===== src/rtl/muldiv_unit_pkg.sv =====
// Shared CPU definitions: R-type function codes (ALU and multiply/divide),
// HI/LO width and the multiply/divide FSM encoding.
package muldiv_unit_pkg;

  localparam int CPU_NB_REG   = 32;
  localparam int CPU_NB_FCODE = 6;
  localparam int MD_CNT_W     = 6;

  // ALU function codes
  localparam logic [5:0] FN_SLL  = 6'h00;
  localparam logic [5:0] FN_SRL  = 6'h02;
  localparam logic [5:0] FN_ADD  = 6'h20;
  localparam logic [5:0] FN_ADDU = 6'h21;
  localparam logic [5:0] FN_SUB  = 6'h22;
  localparam logic [5:0] FN_AND  = 6'h24;
  localparam logic [5:0] FN_OR   = 6'h25;

  // Multiply/divide function codes
  localparam logic [5:0] FN_MULT  = 6'h18;
  localparam logic [5:0] FN_MULTU = 6'h19;
  localparam logic [5:0] FN_DIV   = 6'h1a;
  localparam logic [5:0] FN_DIVU  = 6'h1b;

  typedef enum logic [1:0] {
    ST_IDLE = 2'd0,
    ST_CALC = 2'd1,
    ST_FIX  = 2'd2
  } md_state_e;

  typedef enum logic [1:0] {
    OP_MULT  = 2'd0,
    OP_MULTU = 2'd1,
    OP_DIV   = 2'd2,
    OP_DIVU  = 2'd3
  } md_op_e;

  function automatic logic op_is_signed(input md_op_e op);
    return (op == OP_MULT) || (op == OP_DIV);
  endfunction

endpackage


===== src/rtl/muldiv_unit_step.sv =====
// One iteration of the unsigned multiply (shift-add) or restoring divide
// (shift-subtract). The divide path exists only when MULDIV_DIV_EN is defined.
module muldiv_step #(
  parameter int NB_REG = 32
) (
`ifdef MULDIV_DIV_EN
  input  logic              is_div_i,
`endif
  input  logic [NB_REG-1:0] operand_i,
  input  logic [NB_REG-1:0] hi_i,
  input  logic [NB_REG-1:0] lo_i,
  output logic [NB_REG-1:0] hi_o,
  output logic [NB_REG-1:0] lo_o
);

  logic [NB_REG:0] sum;
`ifdef MULDIV_DIV_EN
  logic [NB_REG:0] shifted;
  logic [NB_REG:0] diff;
`endif

  always_comb begin
    // Multiply: {hi,lo} holds partial product above the remaining multiplier bits.
    sum = {1'b0, hi_i} + {1'b0, operand_i};
    if (lo_i[0]) begin
      {hi_o, lo_o} = {sum, lo_i[NB_REG-1:1]};
    end else begin
      {hi_o, lo_o} = {1'b0, hi_i, lo_i[NB_REG-1:1]};
    end
`ifdef MULDIV_DIV_EN
    // Divide: hi is the partial remainder, lo shifts dividend out and quotient in.
    shifted = {hi_i, lo_i[NB_REG-1]};
    diff    = shifted - {1'b0, operand_i};
    if (is_div_i) begin
      if (!diff[NB_REG]) begin
        hi_o = diff[NB_REG-1:0];
        lo_o = {lo_i[NB_REG-2:0], 1'b1};
      end else begin
        hi_o = shifted[NB_REG-1:0];
        lo_o = {lo_i[NB_REG-2:0], 1'b0};
      end
    end
`endif
  end

endmodule


===== src/rtl/muldiv_unit.sv =====
// Iterative HI/LO multiply/divide unit; divide support is built only when
// MULDIV_DIV_EN is defined. Handshake: i_start is taken only in IDLE with a
// supported code; o_busy holds through CALC/FIX; o_done pulses with new HI/LO.
module muldiv_unit
  import muldiv_unit_pkg::*;
#(
  parameter int NB_REG   = CPU_NB_REG,
  parameter int NB_FCODE = CPU_NB_FCODE
) (
  input  logic                i_clock,
  input  logic                i_reset,
  input  logic                i_start,
  input  logic [NB_FCODE-1:0] i_funct_code,
  input  logic [NB_REG-1:0]   i_a,
  input  logic [NB_REG-1:0]   i_b,
  input  logic                i_flush,
  output logic                o_busy,
  output logic                o_done,
  output logic [NB_REG-1:0]   o_hi,
  output logic [NB_REG-1:0]   o_lo,
  output logic [1:0]          o_dbg_state
);

  localparam logic [MD_CNT_W-1:0] LAST_STEP = MD_CNT_W'(NB_REG - 1);

  md_state_e             state_q, state_d;
  md_op_e                op_q, op_d, new_op;
  logic [MD_CNT_W-1:0]   cnt_q, cnt_d;
  logic [NB_REG-1:0]     a_q, a_d, b_q, b_d;
  logic [NB_REG-1:0]     acc_hi_q, acc_hi_d, acc_lo_q, acc_lo_d;
  logic [NB_REG-1:0]     hi_q, hi_d, lo_q, lo_d;
  logic                  done_q, done_d;
  logic                  new_ok, sgn, neg_res;
  logic [NB_REG-1:0]     a_mag, b_mag, step_operand, init_lo;
  logic [NB_REG-1:0]     step_hi_in, step_lo_in, step_hi, step_lo;
  logic [2*NB_REG-1:0]   prod, prod_fix;
`ifdef MULDIV_DIV_EN
  logic                  is_div;
`endif

  always_comb begin
    new_ok = 1'b0;
    new_op = OP_MULT;
    case (i_funct_code)
      NB_FCODE'(FN_MULT):  begin new_ok = 1'b1; new_op = OP_MULT;  end
      NB_FCODE'(FN_MULTU): begin new_ok = 1'b1; new_op = OP_MULTU; end
`ifdef MULDIV_DIV_EN
      NB_FCODE'(FN_DIV):   begin new_ok = 1'b1; new_op = OP_DIV;   end
      NB_FCODE'(FN_DIVU):  begin new_ok = 1'b1; new_op = OP_DIVU;  end
`endif
      default: ;
    endcase
  end

  assign sgn      = op_is_signed(op_q);
  assign neg_res  = sgn & (a_q[NB_REG-1] ^ b_q[NB_REG-1]);
  assign a_mag    = (sgn && a_q[NB_REG-1]) ? -a_q : a_q;
  assign b_mag    = (sgn && b_q[NB_REG-1]) ? -b_q : b_q;
  assign prod     = {acc_hi_q, acc_lo_q};
  assign prod_fix = neg_res ? -prod : prod;

`ifdef MULDIV_DIV_EN
  assign is_div       = (op_q == OP_DIV) || (op_q == OP_DIVU);
  assign step_operand = is_div ? b_mag : a_mag;
  assign init_lo      = is_div ? a_mag : b_mag;
`else
  assign step_operand = a_mag;
  assign init_lo      = b_mag;
`endif

  // The first step seeds the accumulator from the latched operands.
  assign step_hi_in = (cnt_q == '0) ? '0 : acc_hi_q;
  assign step_lo_in = (cnt_q == '0) ? init_lo : acc_lo_q;

  muldiv_step #(.NB_REG(NB_REG)) u_step (
`ifdef MULDIV_DIV_EN
    .is_div_i  (is_div),
`endif
    .operand_i (step_operand),
    .hi_i      (step_hi_in),
    .lo_i      (step_lo_in),
    .hi_o      (step_hi),
    .lo_o      (step_lo)
  );

  always_comb begin
    state_d  = state_q;
    op_d     = op_q;
    cnt_d    = cnt_q;
    a_d      = a_q;
    b_d      = b_q;
    acc_hi_d = acc_hi_q;
    acc_lo_d = acc_lo_q;
    hi_d     = hi_q;
    lo_d     = lo_q;
    done_d   = 1'b0;
    case (state_q)
      ST_IDLE: begin
        if (i_start && !i_flush && new_ok) begin
          a_d     = i_a;
          b_d     = i_b;
          op_d    = new_op;
          cnt_d   = '0;
          state_d = ST_CALC;
        end
      end
      ST_CALC: begin
        if (i_flush) begin
          state_d = ST_IDLE;
        end else begin
          acc_hi_d = step_hi;
          acc_lo_d = step_lo;
          cnt_d    = cnt_q + 1'b1;
          if (cnt_q == LAST_STEP) state_d = ST_FIX;
        end
      end
      ST_FIX: begin
        state_d = ST_IDLE;
        if (!i_flush) begin
          done_d = 1'b1;
          hi_d   = prod_fix[2*NB_REG-1:NB_REG];
          lo_d   = prod_fix[NB_REG-1:0];
`ifdef MULDIV_DIV_EN
          if (is_div) begin
            if (b_q == '0) begin
              hi_d = a_q;
              lo_d = '1;
            end else begin
              // Quotient follows the sign product, remainder follows the dividend.
              lo_d = neg_res ? -acc_lo_q : acc_lo_q;
              hi_d = (sgn && a_q[NB_REG-1]) ? -acc_hi_q : acc_hi_q;
            end
          end
`endif
        end
      end
      default: state_d = ST_IDLE;
    endcase
  end

  always_ff @(posedge i_clock or posedge i_reset) begin
    if (i_reset) begin
      state_q  <= ST_IDLE;
      op_q     <= OP_MULT;
      cnt_q    <= '0;
      a_q      <= '0;
      b_q      <= '0;
      acc_hi_q <= '0;
      acc_lo_q <= '0;
      hi_q     <= '0;
      lo_q     <= '0;
      done_q   <= 1'b0;
    end else begin
      state_q  <= state_d;
      op_q     <= op_d;
      cnt_q    <= cnt_d;
      a_q      <= a_d;
      b_q      <= b_d;
      acc_hi_q <= acc_hi_d;
      acc_lo_q <= acc_lo_d;
      hi_q     <= hi_d;
      lo_q     <= lo_d;
      done_q   <= done_d;
    end
  end

  assign o_busy      = (state_q != ST_IDLE);
  assign o_done      = done_q;
  assign o_hi        = hi_q;
  assign o_lo        = lo_q;
  assign o_dbg_state = state_q;

endmodule


===== config.mk =====
export PLATFORM = sky130hd
export DESIGN_NAME = muldiv_unit
export DESIGN_NICKNAME = d
export VERILOG_FILES = /design/src/rtl/muldiv_unit_pkg.sv /design/src/rtl/muldiv_unit_step.sv /design/src/rtl/muldiv_unit.sv
export SDC_FILE = /design/constraint.sdc
export NUM_CORES = 1
export LEC_CHECK = 0
export ABC_AREA = 1
export BUFFER_PORTS_ARGS = -buffer_cell sky130_fd_sc_hd__clkbuf_2
export CAP_MARGIN = 0
export CORE_ASPECT_RATIO = 0.9
export CORE_MARGIN = 10
export CORE_UTILIZATION = 61
export DETAILED_ROUTE_END_ITERATION = 16
export PLACE_DENSITY_LB_ADDON = 0.08
export RECOVER_POWER = 25
export SETUP_SLACK_MARGIN = 0.15
export SLEW_MARGIN = 25
export SYNTH_ARGS = -nofsm -noshare
export SYNTH_HDL_FRONTEND = slang
export SYNTH_SLANG_ARGS = --single-unit

===== constraint.sdc =====
create_clock -name i_clock -period 7.8 [get_ports i_clock]
set_clock_uncertainty 0.2 [all_clocks]
set_input_delay 1.17 -clock i_clock [delete_from_list [all_inputs] [get_ports i_clock]]
set_output_delay 1.17 -clock i_clock [all_outputs]
set_load 0.02 [all_outputs]

# [Word level (Yosys, flattened, before mapping)]
# Cells that the tools add are included.
# Widths: inputs -> output; s select.
[word_totals] elab_cells=62 ramBits=0 romBits=0 register_bits=203 latch_bits=0 output_inout_bits=68 mem_count=0
[classes] reduce_logical=17 eq_ne=9 bitwise_logic=3 n_mux=18 order_cmp=0 n_mul=0 addsub=5 shifts=0 div=0
[ops] cell="$mux 32" count=6
[ops] cell="$mux 64" count=1
[ops] cell="$neg 32->32" count=2
[ops] cell="$neg 64->64" count=1
[ops] cell="$add 32x32->33" count=1
[ops] cell="$eq 6x5->1 const B" count=3
[ops] cell="$mux 6" count=2
[ops] cell="$pmux 6 s2" count=1
[ops] cell="$reduce_and 2->1" count=4
[ops] cell="$add 6x1->6 const B" count=1
[ops] cell="$logic_not 6->1" count=1
[ops] cell="$mux 2" count=3
[ops] cell="$eq 2x2->1 const B" count=2
[ops] cell="$logic_and 1x1->1" count=4
[ops] cell="$logic_not 2->1" count=2
[ops] cell="$mux 1" count=4
[ops] cell="$ne 2x2->1 const B" count=2
[ops] cell="$pmux 2 s2" count=1
[ops] cell="$reduce_bool 2->1" count=2
[ops] cell="$ne 3x3->1 const B" count=1
[ops] cell="$reduce_and 3->1" count=1
[ops] cell="$eq 2x1->1 const B" count=1
[ops] cell="$reduce_or 2->1" count=1
[ops] cell="$and 1x1->1" count=1
[ops] cell="other kinds (4)" count=4

# [Depth between registers and ports, before layout]
[logic_depth] ltp_word=6 ltp_mapped=23 depth_no_buf=23

# [Hierarchy]
# Synthesis repeated with hierarchy kept, for this count alone.
[unflattened] cells_unflattened=2407 hier_area_um2=15098.2
[by_module_without_submodules] module="muldiv_unit" seq_area_each_um2=5054.8 area_each_um2=12092.8 n_inst=1 cells_each=1791
[by_module_without_submodules] module="muldiv_step" seq_area_each_um2=0.0 area_each_um2=3005.4 n_inst=1 cells_each=616

# [Worst setup path after synthesis]
# OpenSTA, ideal clock, no wires.
[synth_path] path_type="register to register" from="reg a_q[0]" to="reg acc_hi_q[30]" slack_ns=4.874 setup_time_ns=0.121 path_stages_with_launch=22 path_buffers=0 required_ns=7.479 arrival_ns=2.604 period_less_slack_ns=2.926 path_cell_list="dfrtp_1 > inv_1 > ha_1 > inv_1 > nor3_4 > nand2_1 > inv_1 > nand4_2 > o21ai_2 > o21ai_0 > xor2_1 > ha_1 > nand2_1 > inv_1 > nand2_1 > nor2_1 > nor2_1 > nor2_1 > nor2_1 > nand3_1 > nand3_1 > nand2_1"
[synth_via] elab_chain_cells=4
[synth_lines] element="from (decl)" line="muldiv_unit.sv:29" rtl="logic [NB_REG-1:0] a_q, a_d, b_q, b_d;"
[synth_lines] element="from (signal assigned)" line="muldiv_unit.sv:146" rtl="a_q <= '0;"
[synth_lines] element="from (signal assigned)" line="muldiv_unit.sv:157" rtl="a_q <= a_d;"
[synth_lines] element="$neg 32->32" line="muldiv_unit.sv:57" rtl="assign a_mag = (sgn && a_q[NB_REG-1]) ? -a_q : a_q;"
[synth_lines] element="$mux 32 *" line="muldiv_unit.sv:57"
[synth_lines] element="$add 32x32->33 *" line="muldiv_unit_step.sv:24" rtl="sum = {1'b0, hi_i} + {1'b0, operand_i};"
[synth_lines] element="$mux 32 *" line="muldiv_unit_step.sv:25" rtl="if (lo_i[0]) begin"
[synth_lines] element="to (signal assigned)" line="muldiv_unit.sv:159" rtl="acc_hi_q <= acc_hi_d;"
[synth_lines] element="to (decl)" line="muldiv_unit.sv:30" rtl="logic [NB_REG-1:0] acc_hi_q, acc_hi_d, acc_lo_q, acc_lo_d;"
# Every way passes the cells marked *; elsewhere a longest branch is shown, timed or not.
# A chain may end at the register's enable or synchronous reset.

# [Final worst setup path]
[layout_path] from="reg a_q[31]" to="reg acc_hi_q[27]"
[layout_via] elab_chain_cells=4
[layout_lines] element="$logic_and 1x1->1" line="muldiv_unit.sv:57"
[layout_lines] element="$mux 32" line="muldiv_unit.sv:57"
[layout_lines] element="$add 32x32->33" line="muldiv_unit_step.sv:24"
[layout_lines] element="$mux 32" line="muldiv_unit_step.sv:25"
# Every way passes these cells.

==> results by stage <==
Status:
- The run finished with clean final reports.

Cells and area:
- The layout cell share with drive strength beyond 1 is 10.6%.
- The register area is 5050 um^2.
- The area of combinational cells with multiple inputs is 7840 um^2.
- After the last flow step, the layout net total stands at 2377.
- Cells fill 68.3% of the core in the end.
- The number of antenna repair diodes is 0.
- The filler cells instantiated in the layout total 1990.
- With fillers left out, the area of the finished cells amounts to 15900 um^2.
- Compared with the post-synthesis result, the final layout area differs by 10.8%.

Min path:
- The worst-case hold path end point is o_hi[25]$_DFFE_PP0P_.
- The launch instance of the worst min-delay path is o_hi[25]$_DFFE_PP0P_.
- In this run the worst hold path is classified as flip-flop to flip-flop.
- Counting instances, the worst hold path has a depth of 2.

Synthesis:
- In the post-synthesis netlist, the biggest area contributors are sky130_fd_sc_hd__dfrtp_1 35%, sky130_fd_sc_hd__nand2_1 17%, sky130_fd_sc_hd__inv_1 7.9%, sky130_fd_sc_hd__nor2_1 6.4%, sky130_fd_sc_hd__nand3_1 6.0%.
- The adder and majority gate portion of the synthesized area is 3.37%.
- In the synthesized netlist, mux cells make up 1.02% of the area.
- The mean instance size in the synthesized netlist is 6.65 um^2.
- The post-synthesis compound-gate area fraction is 11.4%.
- The mapped cell area is 14400 um^2.
- The number of instances in the synthesized netlist is 2157.
- For this run, asynchronously set or reset flops after synthesis account for 100%.
- The most frequently used flop master after synthesis is sky130_fd_sc_hd__dfrtp_1.
- The fraction of synthesized cell area in xor and xnor cells is 4.64%.
- The Yosys step of the flow raised 0 warnings.
- The flop and latch count out of synthesis is 202.
- The dominant combinational cell family by area after synthesis is simple AND/OR/NAND/NOR gates.
- The simple-gate share of the synthesized area is 34.0%.
- The share of synthesized area occupied by flip-flops and latches is 35.2%.
- Counting distinct cell types in the post-synthesis netlist gives 49.
- The fraction of synthesized cell area taken by the top area cell type is 35.2%.
- The number of enable-type register cells in the synthesized netlist is 0.
- The most area-hungry cell type in the Yosys netlist is sky130_fd_sc_hd__dfrtp_1.
- Counting every net in the synthesized netlist gives 2269.

Timing:
- The setup TNS is 0 ps.
- The peak clock frequency supported by timing is 0.264 GHz.
- The worst-case setup margin in the final layout is 4010 ps.
- Dividing the final minimum period by the clock period gives 48.6%.
- The post-layout minimum cycle time is 3790 ps.
- At the pin with the least slew margin, the transition time is 1020 ps.
- Setup repair after global routing left no endpoint under its margin.
- The total count of hold-check failures in the final report is 0.
- Setup violations remaining at the end of the flow were counted as 0.
- The number of slew-limit violations in the final report is 0.
- The worst relative slew slack is 31.9%.

Setup path:
- The slowest cell on the critical path is sky130_fd_sc_hd__o21ai_0.
- In this run the worst path has a maximum fanout of 20.
- The number of cells on the worst reg-to-reg path is 17.
- The endpoint kind of the worst setup timing path is a flip-flop.
- The element type at the critical path start is a flip-flop.
- The start-to-end type of the worst setup path is flip-flop to flip-flop.
- STA puts the critical path data required time at 8040 ps.
- The arrival time reported for the critical path endpoint is 4030 ps.
- The worst register-to-register path begins at a_q[31]$_DFFE_PP0P_.
- The delay of the slowest critical-path stage is 490 ps.
- Traced cell by cell, the critical path runs through inv_1 -> nor2_1 -> buf_4 -> inv_1 -> o21ai_0 -> nor2_1 -> xor2_1 -> ha_1 -> a21oi_1 -> nor2_1 -> nor2_1 -> nand2_1 -> a21oi_1 -> nand2_1 -> nand2_1 -> nand3_1 -> a21boi_1.
- The reg2reg setup slack is 4010 ps.
- Among the stages of the critical path, the cell type that occurs most often is sky130_fd_sc_hd__nor2_1.
- The endpoint of the worst-slack reg-to-reg timing path is acc_hi_q[27]$_DFFE_PP0P_.

Power and ir drop:
- The net switching power is 1870 uW.
- Per report_power, the clock group accounts for 23.4% of the total.
- The switching power share of the total is 44.6%.
- Cell internal power was estimated by the tool at 2320 uW.
- The worst voltage drop across the vdd grid is 0.202 mV.
- The total power density per cell area is 263 nW/um^2.
- The standby leakage power is 0.00888 uW.
- The total power is 4190 uW.
- The power share of the combinational group is 44.4%.
- The share of total power in sequential cells is 32.2%.

Floorplanning:
- The placeable core region is 23300 um^2.
- The area of the die is 30100 um^2.
- Once the floorplan was initialized, standard cells occupied 61.7% of the core.
- Measured along the x axis, the die boundary spans 182 um.
- The initialized floorplan defines 53 standard-cell rows.
- The top-level I/O count is 142.
- The die is 166 um tall.

Routing:
- In this run the remaining antenna-violating nets after routing total 0.
- The detailed router finished its first iteration with 1448 violations.
- The iteration count of the initial detailed-routing pass is 6.
- After detailed routing, the total wire length is 43100 um.
- The final route contains 14400 vias.
- After detailed routing, the average wire length per cell comes to 16.7 um.
- The average via count per standard cell is 5.56.
- The post-route DRC violation count is 0.

Global route:
- Global routing consumed, over all layers together, 27.9% of the routing resources.
- The first global-routing pass estimated 69300 um of wire.
- Summed over all layers, the global routing overflow is 0.
- The initial antenna violation count came to 0.
- Entering global routing, the biggest net connects 147 pins.
- The via count of the first global-routing pass is 13500.

Clock tree:
- After clock tree synthesis, the clock-pin slew on the worst setup and hold paths is 60 ps.
- The clock tree buffer depth is 3.
- TritonCTS built the clock tree.
- Buffers inserted to repair hold after CTS numbered 0.
- The TritonCTS buffer count is 21.
- The clock insertion delay at the later pin of the skew report is 510 ps.
- The post-cts sizing count is 0.
- The clock drives 202 sinks.
- The number of buffers added for setup after CTS is 0.
- The number of H-tree branching levels is 1.
- The cell at the root of the clock tree is sky130_fd_sc_hd__clkbuf_16.

Place:
- The post-detailed-placement cell area is 15200 um^2.
- Port buffering added 141 buffers.
- The HPWL after detailed placement is 33600 um.
- Prior to clock tree synthesis, the placed netlist has a worst setup slack of 4100 ps.
- The last weighted congestion value of the routability-driven placer is 0.985.

Run:
- Across the run, the number of max-cap violations was 0.
==> sequential cells by signal, indices dropped and copies added, names as in the netlist, 2 cells and up <==
| register | count |
|---|---|
| b_q | 32 |
| o_dbg_state | 2 |
| acc_lo_q | 32 |
| o_lo | 32 |
| o_hi | 32 |
| a_q | 32 |
| cnt_q | 6 |
| acc_hi_q | 32 |
==> cell families after synthesis <==
family | after synthesis
xor gates and xnor gates | 76
AOI/OAI and AO/OA | 295
muxes | 13
and+or+nand+nor | 1154
DFF | 202
buffers and inverters | 379
adders and majority gates | 38
==> layout by cell type, fill, tap and decap left out, types with 9 or more instances in the layout <==
cell | Yosys | layout
sky130_fd_sc_hd__mux2_2 | 13 | 13
sky130_fd_sc_hd__dfrtp_1 | 202 | 202
sky130_fd_sc_hd__a21oi_1 | 125 | 125
sky130_fd_sc_hd__o21ai_0 | 95 | 95
sky130_fd_sc_hd__inv_1 | 303 | 302
sky130_fd_sc_hd__clkbuf_2 | 0 | 140
sky130_fd_sc_hd__xnor2_1 | 9 | 9
sky130_fd_sc_hd__inv_2 | 10 | 10
sky130_fd_sc_hd__clkbuf_16 | 0 | 21
sky130_fd_sc_hd__a21boi_1 | 9 | 9
sky130_fd_sc_hd__nand4_1 | 28 | 28
sky130_fd_sc_hd__o21ai_1 | 13 | 13
sky130_fd_sc_hd__nand2_1 | 636 | 636
sky130_fd_sc_hd__xor2_1 | 67 | 67
sky130_fd_sc_hd__nor3_1 | 36 | 35
sky130_fd_sc_hd__nor2_1 | 243 | 243
sky130_fd_sc_hd__nand3_1 | 171 | 169
sky130_fd_sc_hd__a22oi_1 | 12 | 12
sky130_fd_sc_hd__ha_1 | 37 | 37
==> layout make-up <==
class                      instances  area share (%)
clock buffer                      29            3.68
clock inverter                     9           0.496
inverter                         314            7.49
multi-input combinational       1576            49.3
sequential                       202            31.8
tap                              302            2.38
timing repair buffer             150            4.88
==> per-layer routing <==
| layer | routed length [um] | GRT usage [%] | vias to the layer above |
|---|---|---|---|
| met1 | 20600 | 42.4 | 6597 |
| met5 | 0 | 0 | - |
| met4 | 595 | 4.65 | 0 |
| met3 | 4350 | 6.16 | 44 |
| met2 | 17500 | 40.2 | 639 |
| li1 | - | - | 7088 |
==> power by group through the flow <==
stage | Combinational [uW] | Sequential (uW) | Clock, uW
after floorplan | 1320 | 1330 | 0
after global placement | 1780 | 1350 | 0
after detailed placement | 1800 | 1360 | 0
after CTS | 1810 | 1340 | 987
after global routing | 2070 | 1360 | 1030
final | 1860 | 1350 | 979
==> metrics by stage <==
stage	cells	hold slack, ps
5_1_grt	2582	294
3_5_place_dp	2544	265
3_3_place_gp	2544	261
2_1_floorplan	2157	249
6_report	2582	274
4_1_cts	2582	281
==> cell usage after synthesis (3+ instances only) <==
| cell | instances |
|---|---|
| sky130_fd_sc_hd__clkbuf_1 | 18 |
| sky130_fd_sc_hd__o211ai_1 | 8 |
| sky130_fd_sc_hd__inv_1 | 303 |
| sky130_fd_sc_hd__xor2_1 | 67 |
| sky130_fd_sc_hd__or2_2 | 6 |
| sky130_fd_sc_hd__inv_2 | 10 |
| sky130_fd_sc_hd__dfrtp_1 | 202 |
| sky130_fd_sc_hd__o22ai_1 | 4 |
| sky130_fd_sc_hd__buf_1 | 8 |
| sky130_fd_sc_hd__buf_4 | 3 |
| sky130_fd_sc_hd__o21ai_1 | 13 |
| sky130_fd_sc_hd__nor2_8 | 3 |
| sky130_fd_sc_hd__nand4_1 | 28 |
| sky130_fd_sc_hd__a31oi_1 | 3 |
| sky130_fd_sc_hd__nand3_1 | 171 |
| sky130_fd_sc_hd__nand2_1 | 636 |
| sky130_fd_sc_hd__ha_1 | 37 |
| sky130_fd_sc_hd__a22oi_1 | 12 |
| sky130_fd_sc_hd__o31ai_1 | 7 |
| sky130_fd_sc_hd__o21ai_2 | 3 |
| sky130_fd_sc_hd__mux2_2 | 13 |
| sky130_fd_sc_hd__nand4_2 | 3 |
| sky130_fd_sc_hd__o221ai_1 | 8 |
| sky130_fd_sc_hd__a21oi_1 | 125 |
| sky130_fd_sc_hd__xnor2_1 | 9 |
| sky130_fd_sc_hd__buf_2 | 36 |
| sky130_fd_sc_hd__nor2_1 | 243 |
| sky130_fd_sc_hd__nor2_2 | 7 |
| sky130_fd_sc_hd__nand3b_1 | 6 |
| sky130_fd_sc_hd__nor3_1 | 36 |
| sky130_fd_sc_hd__a21o_1 | 3 |
| sky130_fd_sc_hd__a21boi_1 | 9 |
| sky130_fd_sc_hd__o21ai_0 | 95 |
==> worst max path at each step <==
stage	startpoint	endpoint	slack (ps)
global placement	a_q[31]$_DFFE_PP0P_	acc_hi_q[27]$_DFFE_PP0P_	4120
floorplan	i_reset	a_q[0]$_DFFE_PP0P_	920
global route	a_q[31]$_DFFE_PP0P_	acc_hi_q[27]$_DFFE_PP0P_	3720
finish	a_q[31]$_DFFE_PP0P_	acc_hi_q[27]$_DFFE_PP0P_	4010
CTS	a_q[31]$_DFFE_PP0P_	acc_hi_q[27]$_DFFE_PP0P_	4070
detailed placement	a_q[31]$_DFFE_PP0P_	acc_hi_q[27]$_DFFE_PP0P_	4100
==> worst max-delay path: cells and delay by family, from the launching register on <==
kind                     cells  cell delay (ps)
AO/OA/AOI/OAI                4             1160
XOR/XNOR                     1              170
AND/OR/NAND/NOR              8              760
buffers and inverters        3              640
flip-flops                   1              360
adder cells (fa/ha/maj)      1              420
Note: power is estimated with default switching activity, not from simulation.
